### src/rtl/alu_pkg.sv
// Shared types and constants for the chunked carry-lookahead add/sub unit.
package alu_pkg;

  typedef enum logic [1:0] {
    IDLE = 2'd0,
    RUN  = 2'd1,
    DONE = 2'd2
  } state_t;

  localparam int DEF_WIDTH = 16;
  localparam int DEF_CHUNK = 4;

  localparam logic OP_ADD = 1'b0;
  localparam logic OP_SUB = 1'b1;

endpackage

### src/rtl/chunked_cla_addsub_if.sv
// Request/response bundle for the chunked add/sub unit: the master issues
// start with operands, the slave returns busy/done, result and flags.
interface chunked_cla_addsub_if #(
  parameter int WIDTH = alu_pkg::DEF_WIDTH
);

  logic             start;
  logic             sub;
  logic [WIDTH-1:0] a;
  logic [WIDTH-1:0] b;
  logic             busy;
  logic             done;
  logic [WIDTH-1:0] result;
  logic             cout;
  logic             overflow;
  logic             zero;
  logic             negative;

  modport master (
    output start, sub, a, b,
    input  busy, done, result, cout, overflow, zero, negative
  );

  modport slave (
    input  start, sub, a, b,
    output busy, done, result, cout, overflow, zero, negative
  );

endinterface

### src/rtl/cla_chunk.sv
// Combinational CHUNK-bit carry-lookahead adder slice; every carry is
// expanded directly from generate/propagate terms and the chunk carry-in.
module cla_chunk #(
  parameter int CHUNK = alu_pkg::DEF_CHUNK
) (
  input  logic [CHUNK-1:0] x,
  input  logic [CHUNK-1:0] y,
  input  logic             cin,
  output logic [CHUNK-1:0] s,
  output logic             c_msb_in,
  output logic             c_out
);

  logic [CHUNK-1:0] g;
  logic [CHUNK-1:0] p;
  logic [CHUNK:0]   c;

  assign g    = x & y;
  assign p    = x ^ y;
  assign c[0] = cin;

  genvar gi, gj;
  for (gi = 0; gi < CHUNK; gi++) begin : g_carry
    // terms[gj]: generate at bit gj propagated up to bit gi; top term is cin.
    logic [gi+1:0] terms;
    assign terms[gi+1] = cin & (&p[gi:0]);
    for (gj = 0; gj <= gi; gj++) begin : g_term
      if (gj == gi) begin : g_self
        assign terms[gj] = g[gj];
      end else begin : g_prop
        assign terms[gj] = g[gj] & (&p[gi:gj+1]);
      end
    end
    assign c[gi+1] = |terms;
  end

  assign s        = p ^ c[CHUNK-1:0];
  assign c_msb_in = c[CHUNK-1];
  assign c_out    = c[CHUNK];

endmodule

### src/rtl/chunked_cla_addsub.sv
// Multi-cycle WIDTH-bit add/sub: one CLA chunk per clock, LSB chunk first,
// with a registered carry between chunks and flags loaded at completion.
module chunked_cla_addsub
  import alu_pkg::*;
#(
  parameter int WIDTH = DEF_WIDTH,
  parameter int CHUNK = DEF_CHUNK
) (
  input logic               clk,
  input logic               rst,
  chunked_cla_addsub_if.slave bus
);

  localparam int NCHUNK = WIDTH / CHUNK;
  localparam int IDXW   = (NCHUNK > 1) ? $clog2(NCHUNK) : 1;
  localparam logic [IDXW-1:0] LAST_IDX = IDXW'(NCHUNK - 1);

  state_t           state_reg;
  logic [WIDTH-1:0] a_reg;
  logic [WIDTH-1:0] b_reg;
  logic [WIDTH-1:0] acc_reg;
  logic [WIDTH-1:0] acc_next;
  logic             carry_reg;
  logic [IDXW-1:0]  idx_reg;

  logic             busy_reg;
  logic             done_reg;
  logic [WIDTH-1:0] result_reg;
  logic             cout_reg;
  logic             overflow_reg;
  logic             zero_reg;
  logic             negative_reg;

  logic [CHUNK-1:0] a_chunks [NCHUNK];
  logic [CHUNK-1:0] b_chunks [NCHUNK];
  logic [CHUNK-1:0] x_sel;
  logic [CHUNK-1:0] y_sel;
  logic [CHUNK-1:0] s_chunk;
  logic             c_msb_in;
  logic             c_out;

  // Chunk-select muxing and accumulator merge of the freshly computed slice.
  genvar gi;
  for (gi = 0; gi < NCHUNK; gi++) begin : g_slice
    assign a_chunks[gi] = a_reg[gi*CHUNK +: CHUNK];
    assign b_chunks[gi] = b_reg[gi*CHUNK +: CHUNK];
    assign acc_next[gi*CHUNK +: CHUNK] =
      (idx_reg == IDXW'(gi)) ? s_chunk : acc_reg[gi*CHUNK +: CHUNK];
  end

  assign x_sel = a_chunks[idx_reg];
  assign y_sel = b_chunks[idx_reg];

  cla_chunk #(.CHUNK(CHUNK)) u_chunk (
    .x        (x_sel),
    .y        (y_sel),
    .cin      (carry_reg),
    .s        (s_chunk),
    .c_msb_in (c_msb_in),
    .c_out    (c_out)
  );

  always_ff @(posedge clk or posedge rst) begin
    if (rst) begin
      state_reg    <= IDLE;
      a_reg        <= '0;
      b_reg        <= '0;
      acc_reg      <= '0;
      carry_reg    <= 1'b0;
      idx_reg      <= '0;
      busy_reg     <= 1'b0;
      done_reg     <= 1'b0;
      result_reg   <= '0;
      cout_reg     <= 1'b0;
      overflow_reg <= 1'b0;
      zero_reg     <= 1'b0;
      negative_reg <= 1'b0;
    end else begin
      case (state_reg)
        IDLE, DONE: begin
          done_reg <= 1'b0;
          if (bus.start) begin
            // Subtraction is a + ~b + 1: invert B and seed the carry with 1.
            a_reg     <= bus.a;
            b_reg     <= (bus.sub == OP_SUB) ? ~bus.b : bus.b;
            carry_reg <= (bus.sub == OP_SUB);
            idx_reg   <= '0;
            acc_reg   <= '0;
            busy_reg  <= 1'b1;
            state_reg <= RUN;
          end else begin
            state_reg <= IDLE;
          end
        end
        RUN: begin
          acc_reg   <= acc_next;
          carry_reg <= c_out;
          idx_reg   <= idx_reg + 1'b1;
          if (idx_reg == LAST_IDX) begin
            result_reg   <= acc_next;
            cout_reg     <= c_out;
            overflow_reg <= c_msb_in ^ c_out;
            zero_reg     <= (acc_next == '0);
            negative_reg <= acc_next[WIDTH-1];
            busy_reg     <= 1'b0;
            done_reg     <= 1'b1;
            state_reg    <= DONE;
          end
        end
        default: begin
          busy_reg  <= 1'b0;
          done_reg  <= 1'b0;
          state_reg <= IDLE;
        end
      endcase
    end
  end

  assign bus.busy     = busy_reg;
  assign bus.done     = done_reg;
  assign bus.result   = result_reg;
  assign bus.cout     = cout_reg;
  assign bus.overflow = overflow_reg;
  assign bus.zero     = zero_reg;
  assign bus.negative = negative_reg;

endmodule

### src/flat_wrapper.sv
// flat-port wrapper written by rule: the top's interface ports become plain ports
module chunked_cla_addsub_flat import alu_pkg::*;
#(
  parameter int WIDTH = DEF_WIDTH,
  parameter int CHUNK = DEF_CHUNK
)
  (clk, rst, bus_start, bus_sub, bus_a, bus_b, bus_busy, bus_done, bus_result, bus_cout, bus_overflow, bus_zero, bus_negative);
  chunked_cla_addsub_if #(.WIDTH(WIDTH)) bus_i ();
  input logic clk;
  input logic rst;
  input wire logic [$bits(bus_i.start)-1:0] bus_start;
  input wire logic [$bits(bus_i.sub)-1:0] bus_sub;
  input wire logic [$bits(bus_i.a)-1:0] bus_a;
  input wire logic [$bits(bus_i.b)-1:0] bus_b;
  output wire logic [$bits(bus_i.busy)-1:0] bus_busy;
  output wire logic [$bits(bus_i.done)-1:0] bus_done;
  output wire logic [$bits(bus_i.result)-1:0] bus_result;
  output wire logic [$bits(bus_i.cout)-1:0] bus_cout;
  output wire logic [$bits(bus_i.overflow)-1:0] bus_overflow;
  output wire logic [$bits(bus_i.zero)-1:0] bus_zero;
  output wire logic [$bits(bus_i.negative)-1:0] bus_negative;
  assign bus_i.start = bus_start;
  assign bus_i.sub = bus_sub;
  assign bus_i.a = bus_a;
  assign bus_i.b = bus_b;
  assign bus_busy = bus_i.busy;
  assign bus_done = bus_i.done;
  assign bus_result = bus_i.result;
  assign bus_cout = bus_i.cout;
  assign bus_overflow = bus_i.overflow;
  assign bus_zero = bus_i.zero;
  assign bus_negative = bus_i.negative;
  chunked_cla_addsub #(.WIDTH(WIDTH), .CHUNK(CHUNK)) u_core (.clk(clk), .rst(rst), .bus(bus_i));
endmodule
### config.mk
export PLATFORM = sky130hd
export DESIGN_NAME = chunked_cla_addsub_flat
export DESIGN_NICKNAME = d
export VERILOG_FILES = /design/src/rtl/alu_pkg.sv /design/src/rtl/chunked_cla_addsub_if.sv /design/src/rtl/cla_chunk.sv /design/src/rtl/chunked_cla_addsub.sv /design/src/flat_wrapper.sv
export SDC_FILE = /design/constraint.sdc
export NUM_CORES = 1
export LEC_CHECK = 0
export ABC_CLOCK_PERIOD_IN_PS = 3600
export CAP_MARGIN = 20
export CORE_ASPECT_RATIO = 1.4
export CORE_UTILIZATION = 52
export DETAILED_ROUTE_END_ITERATION = 7
export PLACE_DENSITY = 0.89
export SYNTH_ARGS = -nofsm -noshare
export SYNTH_HDL_FRONTEND = slang
export SYNTH_SLANG_ARGS = --single-unit
### constraint.sdc
create_clock -name clk -period 3.6 [get_ports clk]
set_clock_uncertainty 0.1 [all_clocks]
set_input_delay 0.72 -clock clk [delete_from_list [all_inputs] [get_ports clk]]
set_output_delay 0.72 -clock clk [all_outputs]
set_load 0.01 [all_outputs]
After elaboration in Yosys (flattened, before gate mapping)
Cells that the tools add are included.

storage, ports and cells
  bits in registers = 75
  input port bits = 36
  output and inout bits = 22

cells by class
  add/sub/neg operators = 1
  magnitude comparators = 1
  equality and inequality tests = 7
  multiplexer cells = 25
  bitwise gates (word level) = 16
  reduce and logical (&&, ||, !) cells = 19

operators by type and width
  operator              count
  $mux W16              2
  $mux W4               8
  $pmux W16 S2          1
  $bmux W4 S2           2
  $logic_not A16 Y1     1
  $not A16 Y16          1
  $reduce_and A2 Y1     7
  $and A1 B1 Y1         10
  $pmux W2 S2           2
  $xor A4 B4 Y4         2
  $eq A2 B2 Y1 const B  3
  $mux W1               6
  $reduce_and A3 Y1     2
  $reduce_or A5 Y1      1
  $and A4 B4 Y4         1
  $eq A2 B1 Y1 const B  2
  $logic_not A2 Y1      2
  $mux W2               2
  $pmux W1 S2           2
  $reduce_and A4 Y1     1
  $reduce_or A2 Y1      2
  $reduce_or A4 Y1      1
  $ge A3 B3 Y1 const B  1
  $not A2 Y3            1
  other kinds (6)       6

Longest topological paths before layout
  depth after elaboration = 11
  gate-level depth with buffers = 8
  gate-level depth less buffers = 6

Hierarchy
From an unflattened synthesis, not the netlist that was laid out.

unflattened totals
  cell total of the unflattened synthesis = 300
  area total of the unflattened synthesis = 3,440.8 µm²

by module, submodules not included
  module              times used  cells an instance  area each (µm²)  seq. area each (µm²)
  chunked_cla_addsub  1           286                3,300.7          1,801.7
  cla_chunk           1           14                 140.1            0.0

Worst setup path after synthesis
Ideal clock, no wire load.

  path kind = reg-to-reg
  start = register u_core.idx_reg[0]
  end = register u_core.zero_reg, in the netlist u_core.bus.zero
  arrival time = 2.804 ns
  required time = 3.413 ns
  setup slack = 0.610 ns
  stages on the path, launching flop included = 9
  period minus slack after synthesis = 2.990 ns
  cells stage by stage = dfrtp_1 buf_2 mux4_2 fa_1 clkbuf_1 mux2i_1 o211ai_1 or4_1 a211oi_2

between the ends
  cells in the longest elaborated chain, start to end = 11
  elaborated cells on any way between the ends = 32
  classes of those cells = eq/ne: 3; mux: 10; bitwise: 10; reduce/logical: 9

ends and longest elaborated chain
  item                                                  RTL line                                            RTL
  start: declaration                                    chunked_cla_addsub.sv:24                            logic [IDXW-1:0] idx_reg;
  start signal: assignment                              chunked_cla_addsub.sv:98                            idx_reg <= idx_reg + 1'b1;
  $not A2 Y3 (not written as such)                      chunked_cla_addsub.sv:51, chunked_cla_addsub.sv:52
  $bmux W4 S2, on equally long branches                 chunked_cla_addsub.sv:51, chunked_cla_addsub.sv:52
  $mux W4, on equally long branches (2 in a row)        chunked_cla_addsub.sv:51, chunked_cla_addsub.sv:52
  $xor A4 B4 Y4                                         cla_chunk.sv:19                                     assign p = x ^ y;
  $reduce_and A3 Y1, or another cell as far along       cla_chunk.sv:26                                     assign terms[gi+1] = cin & (&p[gi:0]);
  $and A1 B1 Y1, on equally long branches               cla_chunk.sv:26, cla_chunk.sv:31
  $reduce_or A4 Y1 or $reduce_or A3 Y1 (tied branches)  cla_chunk.sv:34                                     assign c[gi+1] = |terms;
  $xor A4 B4 Y4                                         cla_chunk.sv:37                                     assign s = p ^ c[CHUNK-1:0];
  $mux W4                                               chunked_cla_addsub.sv:48                            (idx_reg == IDXW'(gi)) ? s_chunk : acc_reg[gi*CHUNK +: CHUNK];
  $logic_not A16 Y1                                     chunked_cla_addsub.sv:103                           zero_reg <= (acc_next == '0);
  end signal: assignment                                chunked_cla_addsub.sv:103
  end: declaration                                      chunked_cla_addsub.sv:31                            logic zero_reg;

Several ways; a longest one is shown, not always the timed one. The select of a mux whose other input is x is not followed.
A chain may end at the register's enable or synchronous reset.

Worst setup path in the final report
Same ends and word-level chain as after synthesis.

==> key figures <==
Outcome
  • Status: finished clean

Global routing
  • Largest net degree at the start of global routing: 70
  • GR Util met2: 42.42%
  • Gr busiest metal: met2
  • Grt met1 use: 27.31%
  • Total gr overflow: 0
  • Total GRT Usage: 24.58%
  • Met3 track demand over resource: 6.639%
  • Number of antenna violations at the first check in global routing: 0
  • Number of global-route vias before repair: 2740
  • First-pass GRT wire length: 13000 µm

Layout
  • Fraction of layout cells with a size suffix above 1: 10.34%
  • Antenna Cells: 0
  • Multi-input logic area: 0.001546 mm²
  • Final net count: approximately 430
  • Area grow syn2layout: 25.04%
  • Filler cells: ~460
  • Final instance area: 0.004255 mm²
  • Register area: about 0.0017 mm²

Floorplan
  • Rows: 34
  • Initial core utilization: 54.42%
  • Die ar.: 0.006877 mm²
  • DIE HEIGHT: 97.72 µm
  • # IOs: 58
  • Width of the chip: 70.37 µm
  • Core ar.: 0.006254 mm²

Clocking
  • CTS Buf Count: 9
  • Post-CTS setup buffer count: 0
  • Reg clk slew, reported paths: 0.07 ns
  • Worst skew pair latency: 0.36 ns
  • Clock sink count: 69
  • H-tree Lvls: 3
  • CTS Hold Bufs: 0
  • Number of gates resized after cts: 0
  • Max Root-Sink Buffers: 2
  • CTS root buf: clkbuf_8
  • CTS tree: done

Synth
  • Synthesis Warnings: 0
  • Mapped Nets: 377
  • Post-synth EDFFs: 0
  • Post-synth ARST share: 100.0%
  • Mean Syn Cell Area: ~10 µm²
  • Commonest register cell after synthesis: dfrtp_1
  • Post-synthesis sequential area ratio: 50.74%
  • Mapped Area: 0.003403 mm²
  • Distinct cell type count after synthesis: between 40 and 50
  • Flops & latches, synth: 69
  • Synth Instances: between 300 and 400

Setup path
  • R2R setup slack: between 0.4 and 0.5 ns
  • Reg-to-Reg Start: u_core.idx_reg[0]
  • Slowest Stage Delay on Critical Path: 0.65 ns
  • Worst path required time: 3.77 ns
  • Reg2reg path depth: 6
  • Critical path class: register to register
  • Startpoint types: register
  • Reg2reg end: u_core.bus.zero
  • Crit path cell chain: mux4_2 > fa_1 > mux2i_1 > o211ai_1 > or4_1 > a211oi_2
  • CP Max Fanout: 8
  • WP data arrival: between 3 and 4 ns
  • Slowest-stage cell, CP: fa_1
  • CP Capture Type: register

Route
  • Average wire per standard cell: ~17 µm
  • Routed vias/inst: 5.802
  • Drt first-iter violations: 291
  • Via count: 2663
  • Total iterations of the first detailed-routing run: 4
  • Total wire length: 7600 µm
  • ANT nets after route: 0
  • # DRC: 0

Timing
  • Setup_tns: 0 ns
  • RSZ-0062 raised after global routing: no
  • Fin. max-slew vios: 0
  • Final setup violation count: 0
  • Fmax: approximately 0.32 GHz
  • Worst slew pin tran: 0.8926 ns
  • Worst rel slew slack: 40.31%
  • Final hold viol count: 0
  • Worst setup margin: 0.4353 ns
  • Crit share post-route: about 88%
  • Final Critical Period: 3.165 ns

Worst hold path
  • Hold Path Sink: u_core.b_reg[0]
  • HP Class: register to register
  • Worst hold path depth: 2
  • HP Start: u_core.b_reg[0]

Power
  • Pwr Total: 0.004552 W
  • Pleak: between 1.5 and 2 nW
  • Worst VDD drop: 0.4952 mV
  • Pwr per Cell Area: 1070 mW/mm²

Job
  • # Max-Cap Violations: 0

Placement
  • RePlAce Congestion: 0.9128
  • Placed inst area: 0.004021 mm²
  • Setup WS pre-CTS: 0.4383 ns
  • Port Buf Inserts: 57
  • Final HPWL DP: approximately 5500 µm
## cells in the mapped netlist, drive strengths merged, types with 4 or more instances
cell type | number | area share, %
a221o | 5 | 1.5
mux4 | 8 | 5.3
o21ai | 36 | 5.3
inv | 8 | 0.88
buf | 7 | 1.1
a21oi | 5 | 0.85
nand2 | 84 | 9.3
ha | 8 | 2.9
nor2b | 5 | 0.92
dfrtp | 69 | 51
xnor2 | 17 | 4.6
clkbuf | 17 | 1.9
a31oi | 4 | 0.74
a211oi | 4 | 1.2
a32o | 9 | 2.6
nor2 | 11 | 1.2
## through the flow
step	instances	utilization, %	hold slack [ns]
after global placement	443	64.31	0.3580
after global routing	459	68.05	0.4047
after CTS	459	68.05	0.3850
final	459	68.05	0.3783
after detailed placement	443	64.31	0.3691
after floorplan	332	-	0.3403
## logic make-up (layout without fill, tap and decap cells)
family | Yosys count | in the layout | share of synthesized area (%)
adders and majority gates | 9 | 9 | 3.530
DFF | 69 | 69 | 50.74
xor gates and xnor gates | 17 | 17 | 4.596
buffers and inverters | 32 | 87 | 3.823
and+or+nand+nor | 120 | 120 | 15.37
muxes | 12 | 12 | 6.507
AOI/OAI and AO/OA | 73 | 73 | 15.44
## worst max-delay path, delay by kind of cell, from the launching register on
kind                       cells  cell delay (ns)
DFF                            1             0.59
and+or+nand+nor                1             0.54
AOI/OAI and AO/OA              2             0.35
adders and majority gates      1             0.65
muxes                          2             0.85
## power breakdown
group	internal (W)	switching, W	leakage (nW)
registers	0.00112	0.000254	0.870
logic	0.00107	0.00139	0.897
clock network	0.000427	0.000303	0.108
total	0.00261	0.00194	1.87
## cell usage in the layout, fill, tap and decap left out, drive strengths merged, types with 4 or more instances in the layout
cell / instances
a32o: 9
nor2b: 5
dfrtp: 69
nor2: 11
a21oi: 5
mux4: 8
a31oi: 4
inv: 8
ha: 8
o21ai: 36
xnor2: 17
nand2: 84
a221o: 5
clkdlybuf4s50: 57
a211oi: 4
buf: 6
clkbuf: 11
## worst max path at each step
stage / from / to / cells past startpoint
5_1_grt: u_core.idx_reg[0] / u_core.bus.zero / 6
3_5_place_dp: u_core.idx_reg[0] / u_core.bus.zero / 6
4_1_cts: u_core.idx_reg[0] / u_core.bus.zero / 6
3_3_place_gp: u_core.idx_reg[0] / u_core.bus.zero / 6
2_1_floorplan: u_core.idx_reg[0] / u_core.bus.zero / 8
6_report: u_core.idx_reg[0] / u_core.bus.zero / 6
## metal layers
layer  routed length (µm)  vias to the layer above
met4                  342                        0
li1                     -                     1248
met3                  389                       27
met2                 3979                      107
met1                 2889                     1281
met5                    0                        -
## cell type report
| class | instances | area share, % |
|---|---|---|
| inverters | 8 | 0.7057 |
| multi-input cells | 231 | 36.34 |
| flip-flops and latches | 69 | 40.58 |
| well taps | 72 | 2.117 |
| clock inverters | 5 | 1.941 |
| repair buffers | 63 | 14.76 |
| clock buffers | 11 | 3.558 |
No activity file was read; power rests on OpenSTA's default activity.
